===== src/rtl/apu_frame_sequencer_pkg.sv =====
// Shared APU frame-sequencer definitions: step counts, counter width,
// sequence-mode encoding and the $4017 configuration payload.
package apu_frame_sequencer_pkg;

    // Step-counter width and default step counts (APU ticks from frame start)
    localparam int unsigned DEF_CNT_W = 15;
    localparam int unsigned DEF_Q1    = 3729;
    localparam int unsigned DEF_Q2    = 7457;
    localparam int unsigned DEF_Q3    = 11186;
    localparam int unsigned DEF_Q4    = 14915;
    localparam int unsigned DEF_Q5    = 18641;

    // $4017 bit 7 encoding
    typedef enum logic {
        MODE_4STEP = 1'b0,
        MODE_5STEP = 1'b1
    } seq_mode_e;

    // Latched frame-register configuration
    typedef struct packed {
        seq_mode_e mode;
        logic      inhibit;
    } frame_cfg_t;

    localparam frame_cfg_t CFG_RESET = '{mode: MODE_4STEP, inhibit: 1'b0};

endpackage : apu_frame_sequencer_pkg


===== src/rtl/apu_frame_sequencer.sv =====
// APU frame sequencer.
// Counts APU ticks and produces quarter-frame pulses (envelopes), half-frame
// pulses (length counters / sweeps) and the frame IRQ flag, in 4-step or
// 5-step mode as configured by $4017 writes.
// Ports:
//   clk, rst_n      - clock, asynchronous active-low reset
//   apu_tick        - one-clk enable per APU cycle
//   wr_en           - $4017 write strobe; wr_mode / wr_irq_inhibit qualify it
//   irq_ack         - status-read strobe, clears frame_irq
//   quarter_tick    - registered one-clk quarter-frame pulse
//   half_tick       - registered one-clk half-frame pulse (subset of quarter)
//   frame_irq       - registered frame interrupt flag
module apu_frame_sequencer
    import apu_frame_sequencer_pkg::*;
#(
    parameter int unsigned CNT_W = DEF_CNT_W,
    parameter int unsigned Q1    = DEF_Q1,
    parameter int unsigned Q2    = DEF_Q2,
    parameter int unsigned Q3    = DEF_Q3,
    parameter int unsigned Q4    = DEF_Q4,
    parameter int unsigned Q5    = DEF_Q5
) (
    input  logic clk,
    input  logic rst_n,
    input  logic apu_tick,
    input  logic wr_en,
    input  logic wr_mode,
    input  logic wr_irq_inhibit,
    input  logic irq_ack,
    output logic quarter_tick,
    output logic half_tick,
    output logic frame_irq
);

    localparam logic [CNT_W-1:0] STEP1 = CNT_W'(Q1);
    localparam logic [CNT_W-1:0] STEP2 = CNT_W'(Q2);
    localparam logic [CNT_W-1:0] STEP3 = CNT_W'(Q3);
    localparam logic [CNT_W-1:0] STEP4 = CNT_W'(Q4);
    localparam logic [CNT_W-1:0] STEP5 = CNT_W'(Q5);

    logic [CNT_W-1:0] cnt_q, cnt_d, cnt_nxt;
    frame_cfg_t       cfg_q, cfg_d;
    logic             pending_q, pending_d;
    logic             quarter_q, quarter_d;
    logic             half_q, half_d;
    logic             irq_q, irq_d;
    logic             irq_set;

    // Step decode, pending-reset handling, config latch and IRQ flag update
    always_comb begin
        cnt_nxt   = cnt_q + CNT_W'(1);
        cnt_d     = cnt_q;
        cfg_d     = cfg_q;
        pending_d = pending_q;
        quarter_d = 1'b0;
        half_d    = 1'b0;
        irq_d     = irq_q;
        irq_set   = 1'b0;

        if (apu_tick) begin
            if (pending_q) begin
                // Deferred frame restart after a $4017 write; 5-step mode
                // clocks the units immediately.
                cnt_d     = '0;
                pending_d = 1'b0;
                if (cfg_q.mode == MODE_5STEP) begin
                    quarter_d = 1'b1;
                    half_d    = 1'b1;
                end
            end else begin
                cnt_d = cnt_nxt;
                if ((cnt_nxt == STEP1) || (cnt_nxt == STEP3)) begin
                    quarter_d = 1'b1;
                end
                if (cnt_nxt == STEP2) begin
                    quarter_d = 1'b1;
                    half_d    = 1'b1;
                end
                // Step 4 ends the 4-step frame; in 5-step mode it is silent
                if ((cnt_nxt == STEP4) && (cfg_q.mode == MODE_4STEP)) begin
                    quarter_d = 1'b1;
                    half_d    = 1'b1;
                    cnt_d     = '0;
                    irq_set   = ~cfg_q.inhibit;
                end
                if ((cnt_nxt == STEP5) && (cfg_q.mode == MODE_5STEP)) begin
                    quarter_d = 1'b1;
                    half_d    = 1'b1;
                    cnt_d     = '0;
                end
            end
        end

        // A write takes effect on config now; the counter restart waits for
        // the next APU tick (pending).
        if (wr_en) begin
            cfg_d.mode    = seq_mode_e'(wr_mode);
            cfg_d.inhibit = wr_irq_inhibit;
            pending_d     = 1'b1;
        end

        // Priority: inhibit-write clear > set > acknowledge
        if (wr_en && wr_irq_inhibit) begin
            irq_d = 1'b0;
        end else if (irq_set) begin
            irq_d = 1'b1;
        end else if (irq_ack) begin
            irq_d = 1'b0;
        end
    end

    // State and output registers
    always_ff @(posedge clk or negedge rst_n) begin
        if (!rst_n) begin
            cnt_q     <= '0;
            cfg_q     <= CFG_RESET;
            pending_q <= 1'b0;
            quarter_q <= 1'b0;
            half_q    <= 1'b0;
            irq_q     <= 1'b0;
        end else begin
            cnt_q     <= cnt_d;
            cfg_q     <= cfg_d;
            pending_q <= pending_d;
            quarter_q <= quarter_d;
            half_q    <= half_d;
            irq_q     <= irq_d;
        end
    end

    assign quarter_tick = quarter_q;
    assign half_tick    = half_q;
    assign frame_irq    = irq_q;

endmodule : apu_frame_sequencer


===== config.mk =====
export PLATFORM = sky130hd
export DESIGN_NAME = apu_frame_sequencer
export DESIGN_NICKNAME = d
export VERILOG_FILES = /design/src/rtl/apu_frame_sequencer_pkg.sv /design/src/rtl/apu_frame_sequencer.sv
export SDC_FILE = /design/constraint.sdc
export NUM_CORES = 1
export LEC_CHECK = 0
export ABC_AREA = 1
export CORE_UTILIZATION = 30
export CTS_BUF_LIST = sky130_fd_sc_hd__clkbuf_8
export DETAILED_ROUTE_END_ITERATION = 6
export GPL_TIMING_DRIVEN = 0
export MAX_ROUTING_LAYER = met4
export PLACE_DENSITY_LB_ADDON = 0.1
export SYNTH_ARGS = -nofsm -noshare
export SYNTH_HDL_FRONTEND = slang
export SYNTH_SLANG_ARGS = --single-unit

===== constraint.sdc =====
create_clock -name clk -period 2.8 [get_ports clk]
set_input_delay 0.42 -clock clk [delete_from_list [all_inputs] [get_ports clk]]
set_output_delay 0.42 -clock clk [all_outputs]
set_load 0.02 [all_outputs]

Word level (Yosys, flattened, before mapping)
Index checks and enable logic that the tools add are counted.
Word-level totals
  register bits: 21
  latch bits: 0
  RAM bits: 0
  bits in read-only memories: 0
  input bits: 7
  output and inout bits: 3
  memories kept: 0
Operators by class
  add/subtract/negate cells: 1
  multiply operators: 0
  div/mod/pow operators: 0
  magnitude comparators: 0
  eq/ne operators: 5
  shift-type cells: 0
  multiplexer cells: 23
  bitwise logic cells: 2
  reduce and logical (&&, ||, !) cells: 6
Operators by type and width (number)
  $mux 15: 3
  $eq 15x14->1 const B: 2
  $mux 1: 20
  $add 15x1->15 const B: 1
  $eq 15x12->1 const B: 1
  $eq 15x13->1 const B: 1
  $eq 15x15->1 const B: 1
  $logic_and 1x1->1: 3
  $reduce_bool 3->1: 1
  $not 1->1: 2
  $reduce_bool 2->1: 1
  $logic_or 1x1->1: 1

Longest topological paths before layout
  depth in word-level cells: 9
  mapped depth: 15

Worst setup path before layout
No wires, ideal clock.
  kind: reg2reg
  start: reg cnt_q[0]
  end: reg cnt_q[9]
  data arrival time: 1.742 ns
  required time: 2.679 ns
  setup slack: 0.937 ns
  cell stages (with the launch flop): 16
  path buffers: 2
  clock period less this slack: 1.863 ns
  path through: dfrtp_1 ha_1 nand2_2 nor2_4 buf_6 nand2_1 nand2_1 nand2_2 nand2_1 nor2_1 nand2_1 nor2_1 nand2_2 nand3_4 buf_12 o21ai_2
Between the ends
  longest elaborated chain between the ends: 6
  elaborated cells between the ends (all ways): 8
  classes of those cells: add/sub (1); eq/ne (2); mux (3); reduce/logical (2)
Ends and longest elaborated chain
  start: declaration: line apu_frame_sequencer.sv:41  | logic [CNT_W-1:0] cnt_q, cnt_d, cnt_nxt;
  start signal: assignment: line apu_frame_sequencer.sv:122  | cnt_q <= cnt_d;
  $add 15x1->15 (*): line apu_frame_sequencer.sv:51  | cnt_nxt = cnt_q + CNT_W'(1);
  $eq 15x14->1: line apu_frame_sequencer.sv:80  | if ((cnt_nxt == STEP4) && (cfg_q.mode == MODE_4STEP)) begin
  $logic_and 1x1->1: line apu_frame_sequencer.sv:80
  $mux 15: line apu_frame_sequencer.sv:80
  $mux 15 (*): line apu_frame_sequencer.sv:86  | if ((cnt_nxt == STEP5) && (cfg_q.mode == MODE_5STEP)) begin
  $mux 15 (*): line apu_frame_sequencer.sv:61  | if (pending_q) begin
Mark *: on every way between the ends. The rest lies on a longest branch, timed or not.
A chain may end at the register's enable or synchronous reset.

Worst setup path in the final report
  start: reg cnt_q[1]
  end: reg cnt_q[9]
The elaborated chain is that of the path after synthesis.

==> run summary <==
ROUTING
--------------------------------------------------------------------------------------
Total length of routed wires                                                   4480 um
Post-route ant nets                                                                  0
Avg Vias per Cell                                                                 4.78
DRC violations left                                                                  0
Length of the first detailed-routing pass in iterations                              4
Initial drt markers                                                                139
Routed wirelength normalized by instance count                                 13.4 um
Count of vias placed by the detailed router                                       1600

GLOBAL ROUTE
--------------------------------------------------------------------------------------
Global-route congestion overflow total                                               0
Initial antenna violation count                                                      0
Wire length of the first global-routing pass                                   7560 um
Largest net degree at the start of global routing                                   22
GRT Total Usage                                                                  16.9%
Vias in the first global route                                                    1535

DIE
--------------------------------------------------------------------------------------
DIE HEIGHT                                                                     77.1 um
Initial standard-cell utilization of the core                                    32.1%
Std-Cell Core Area                                                        0.00527 mm^2
I/O pin count                                                                       10
Chip width                                                                     77.1 um
Row Count                                                                           26
Full die area                                                             0.00594 mm^2

CLOCK TREE
--------------------------------------------------------------------------------------
TritonCTS Sinks                                                                     21
Total clock buffers created by CTS                                                   3
Clk Latency, worst-skew pair                                                   0.27 ns
Number of hold buffers added after CTS                                               0
Clock slew at the register clock pins of the worst setup and hold paths        0.09 ns
H-tree levels                                                                        1
CTS Buffer Depth                                                                     2
Quantity of gates resized following cts                                              0
Setup fix buffers added after clock tree synthesis                                   0
CTS Root Cell                                                             sky130_fd_sc_hd__clkbuf_8
Clock tree from TritonCTS                                                          yes

TIMING
--------------------------------------------------------------------------------------
Post-route fraction of the period consumed by the critical path                  79.2%
Setup total negative slack                                                        0 ns
Final setup violating endpoints                                                      0
Fin. max-slew vios                                                                   0
RSZ-0062 raised after global routing                                                no
Post-route worst hold slack                                                   0.530 ns
Number of hold-slack violations in the final timing report                           0
FMAX                                                                           451 MHz
Pin slew with the least headroom to its limit                                  1.02 ns
Relative slew margins                                                            31.8%
Maximum clock skew at final layout                                          0.00313 ns
Final period demand of the worst path                                          2.22 ns

CRITICAL PATH
--------------------------------------------------------------------------------------
Required time of the critical path                                             2.96 ns
R2R depth                                                                           13
Category of the critical setup timing path                                  reg -> reg
Worst Setup SP                                                            cnt_q[1]$_DFFE_PN0P_
Flop-to-flop setup slack                                                       0.58 ns
Maximum net fanout on the critical path                                             10
Beginning of the worst register-to-register path                          cnt_q[1]$_DFFE_PN0P_
Crit end category                                                                 flop
CP arrival                                                                     2.38 ns
Endpoint of the most critical register-to-register path                   cnt_q[9]$_DFFE_PN0P_
Worst setup SP type                                                               flop

SYNTHESIS
--------------------------------------------------------------------------------------
Proportion of synthesized flip-flops having asynchronous set or reset             100%
Number of standard cells after synthesis                                           252
Post-synthesis cell type with the largest combined area                   sky130_fd_sc_hd__dfrtp_1
Syn Area/Cell                                                                6.71 um^2
Leading cell types by total area after synthesis                          sky130_fd_sc_hd__dfrtp_1 (31%), sky130_fd_sc_hd__nand2_1 (18%), sky130_fd_sc_hd__nand3_1 (8.0%)
Count of distinct cell types in the synthesized netlist                             23
Synthesized net count                                                              263
Flops & latches, synth                                                              21
List of most frequent post-synthesis cells                                sky130_fd_sc_hd__nand2_1 (82), sky130_fd_sc_hd__nor2_1 (28), sky130_fd_sc_hd__inv_1 (27), sky130_fd_sc_hd__nand3_1 (27), sky130_fd_sc_hd__dfrtp_1 (21)
Count of flip-flops with a built-in enable after synthesis                           0
Ys Warns                                                                             0
Cell area after technology mapping                                        0.00169 mm^2
Most repeated cell in the gate-level netlist after synthesis              sky130_fd_sc_hd__nand2_1
Fraction of synthesized cell area taken by the top area cell type                31.1%
Top FF cell, synth                                                        sky130_fd_sc_hd__dfrtp_1
Sequential fraction of the synthesis area                                        31.1%

FINAL LAYOUT
--------------------------------------------------------------------------------------
Number of nets in the layout                                                       277
Antenna fix cells                                                                    0
Ratio of cells with drive above 1 in the final layout                            15.1%
Final core utilization                                                           36.3%
Syn-to-layout area delta                                                         13.2%
Fill cell total of the finished layout                                             574

RUN
--------------------------------------------------------------------------------------
Max-capacitance violation count                                                      0

PLACE
--------------------------------------------------------------------------------------
Hpwl dp                                                                        3500 um
Routability cong.                                                                0.872
PortBufs                                                                             9

POWER AND IR DROP
--------------------------------------------------------------------------------------
VDD IR max                                                                      288 uV
PwrDens                                                                    350 mW/mm^2
Leak                                                                          0.853 nW

WORST HOLD PATH
--------------------------------------------------------------------------------------
Worst Hold Path EP                                                        frame_irq$_DFFE_PN0P_
Class of the worst hold path                                                reg -> reg
Critical hold path startpoint                                             cfg_q[0]$_DFFE_PN0P_
Min-Delay Path Depth                                                                 3

OUTCOME
--------------------------------------------------------------------------------------
Result of the run                                                         finished, final reports clean

cell families after synthesis:
family | after synthesis | synth area share (%)
buffers and inverters | 34 | 8.95
AOI/OAI and AO/OA | 20 | 8.43
DFF | 21 | 31.1
and+or+nand+nor | 173 | 48.6
adders and majority gates | 4 | 2.96
registers in the layout (all words and copies together), names as in the netlist:
signal	cells
cnt_q	15
cfg_q	2
frame_irq	1
half_tick	1
pending_q	1
quarter_tick	1
area by class of cell:
| type | count | area [um^2] | area share [%] |
|---|---|---|---|
| plain buffers | 3 | 35.0 | 1.83 |
| repair buffers | 9 | 90.1 | 4.70 |
| multi-input cells | 197 | 1010 | 53.0 |
| clock buffers | 3 | 41.3 | 2.16 |
| clock inverters | 1 | 5.00 | 0.261 |
| inverters | 31 | 116 | 6.07 |
| flip-flops and latches | 21 | 526 | 27.4 |
| well taps | 70 | 87.6 | 4.57 |
critical path, stage by stage (launching register included):
cell and delay, ns:
sky130_fd_sc_hd__dfrtp_1 0.43, sky130_fd_sc_hd__ha_1 0.24, sky130_fd_sc_hd__nand3_1 0.21, sky130_fd_sc_hd__nor2_2 0.19, sky130_fd_sc_hd__nand2_1 0.08, sky130_fd_sc_hd__nand2_2 0.14
sky130_fd_sc_hd__nand2_1 0.07, sky130_fd_sc_hd__nor2_1 0.14, sky130_fd_sc_hd__nand2_1 0.08, sky130_fd_sc_hd__nor2_1 0.11, sky130_fd_sc_hd__nand2_2 0.08, sky130_fd_sc_hd__nand3_4 0.11
sky130_fd_sc_hd__buf_12 0.16, sky130_fd_sc_hd__o21ai_2 0.05
worst max-delay path by stage:
stage,to,slack (ns),cells after the start
2_1_floorplan,cnt_q[9]$_DFFE_PN0P_,0.94,15
3_3_place_gp,cnt_q[2]$_DFFE_PN0P_,0.56,13
3_5_place_dp,cnt_q[2]$_DFFE_PN0P_,0.60,13
4_1_cts,cnt_q[11]$_DFFE_PN0P_,0.57,13
5_1_grt,cnt_q[9]$_DFFE_PN0P_,0.26,13
6_report,cnt_q[9]$_DFFE_PN0P_,0.58,13
power breakdown:
part           switching [W]  leakage [nW]  internal, W
combinational      0.0000773         0.545    0.0000441
sequential         0.0000175         0.282     0.000318
clock               0.000114        0.0255    0.0000995
metrics by stage:
step	instance area, um^2	std cells	power, W	setup slack (ns)
CTS	1920	335	0.000679	0.572
finish	1920	335	0.000670	0.583
detailed placement	1870	331	0.000464	0.597
global route	1920	335	0.000708	0.265
floorplan	1690	252	0.000417	0.937
global placement	1870	331	0.000465	0.562
cells in the final DEF, fill, tap and decap left out, types with 7 or more instances in the layout:
cell,netlist,routed
sky130_fd_sc_hd__nand2_2,9,9
sky130_fd_sc_hd__clkdlybuf4s50_1,0,9
sky130_fd_sc_hd__o21ai_2,10,10
sky130_fd_sc_hd__o21ai_0,7,7
sky130_fd_sc_hd__nand2_1,82,82
sky130_fd_sc_hd__nor2_1,28,28
sky130_fd_sc_hd__inv_1,27,27
sky130_fd_sc_hd__nand4_1,13,13
sky130_fd_sc_hd__nand3_1,27,27
sky130_fd_sc_hd__dfrtp_1,21,21
per-layer routing:
layer	up-vias	part of all wire, %	wire length, um	track usage (%)
li1	837	-	-	-
met1	731	50	2240	22.8
met2	28	45	2000	26.4
met3	4	3.9	174	2.86
met4	0	1.5	65	3.77
met5	-	0	0	-
(Power assumes the default switching activity.)
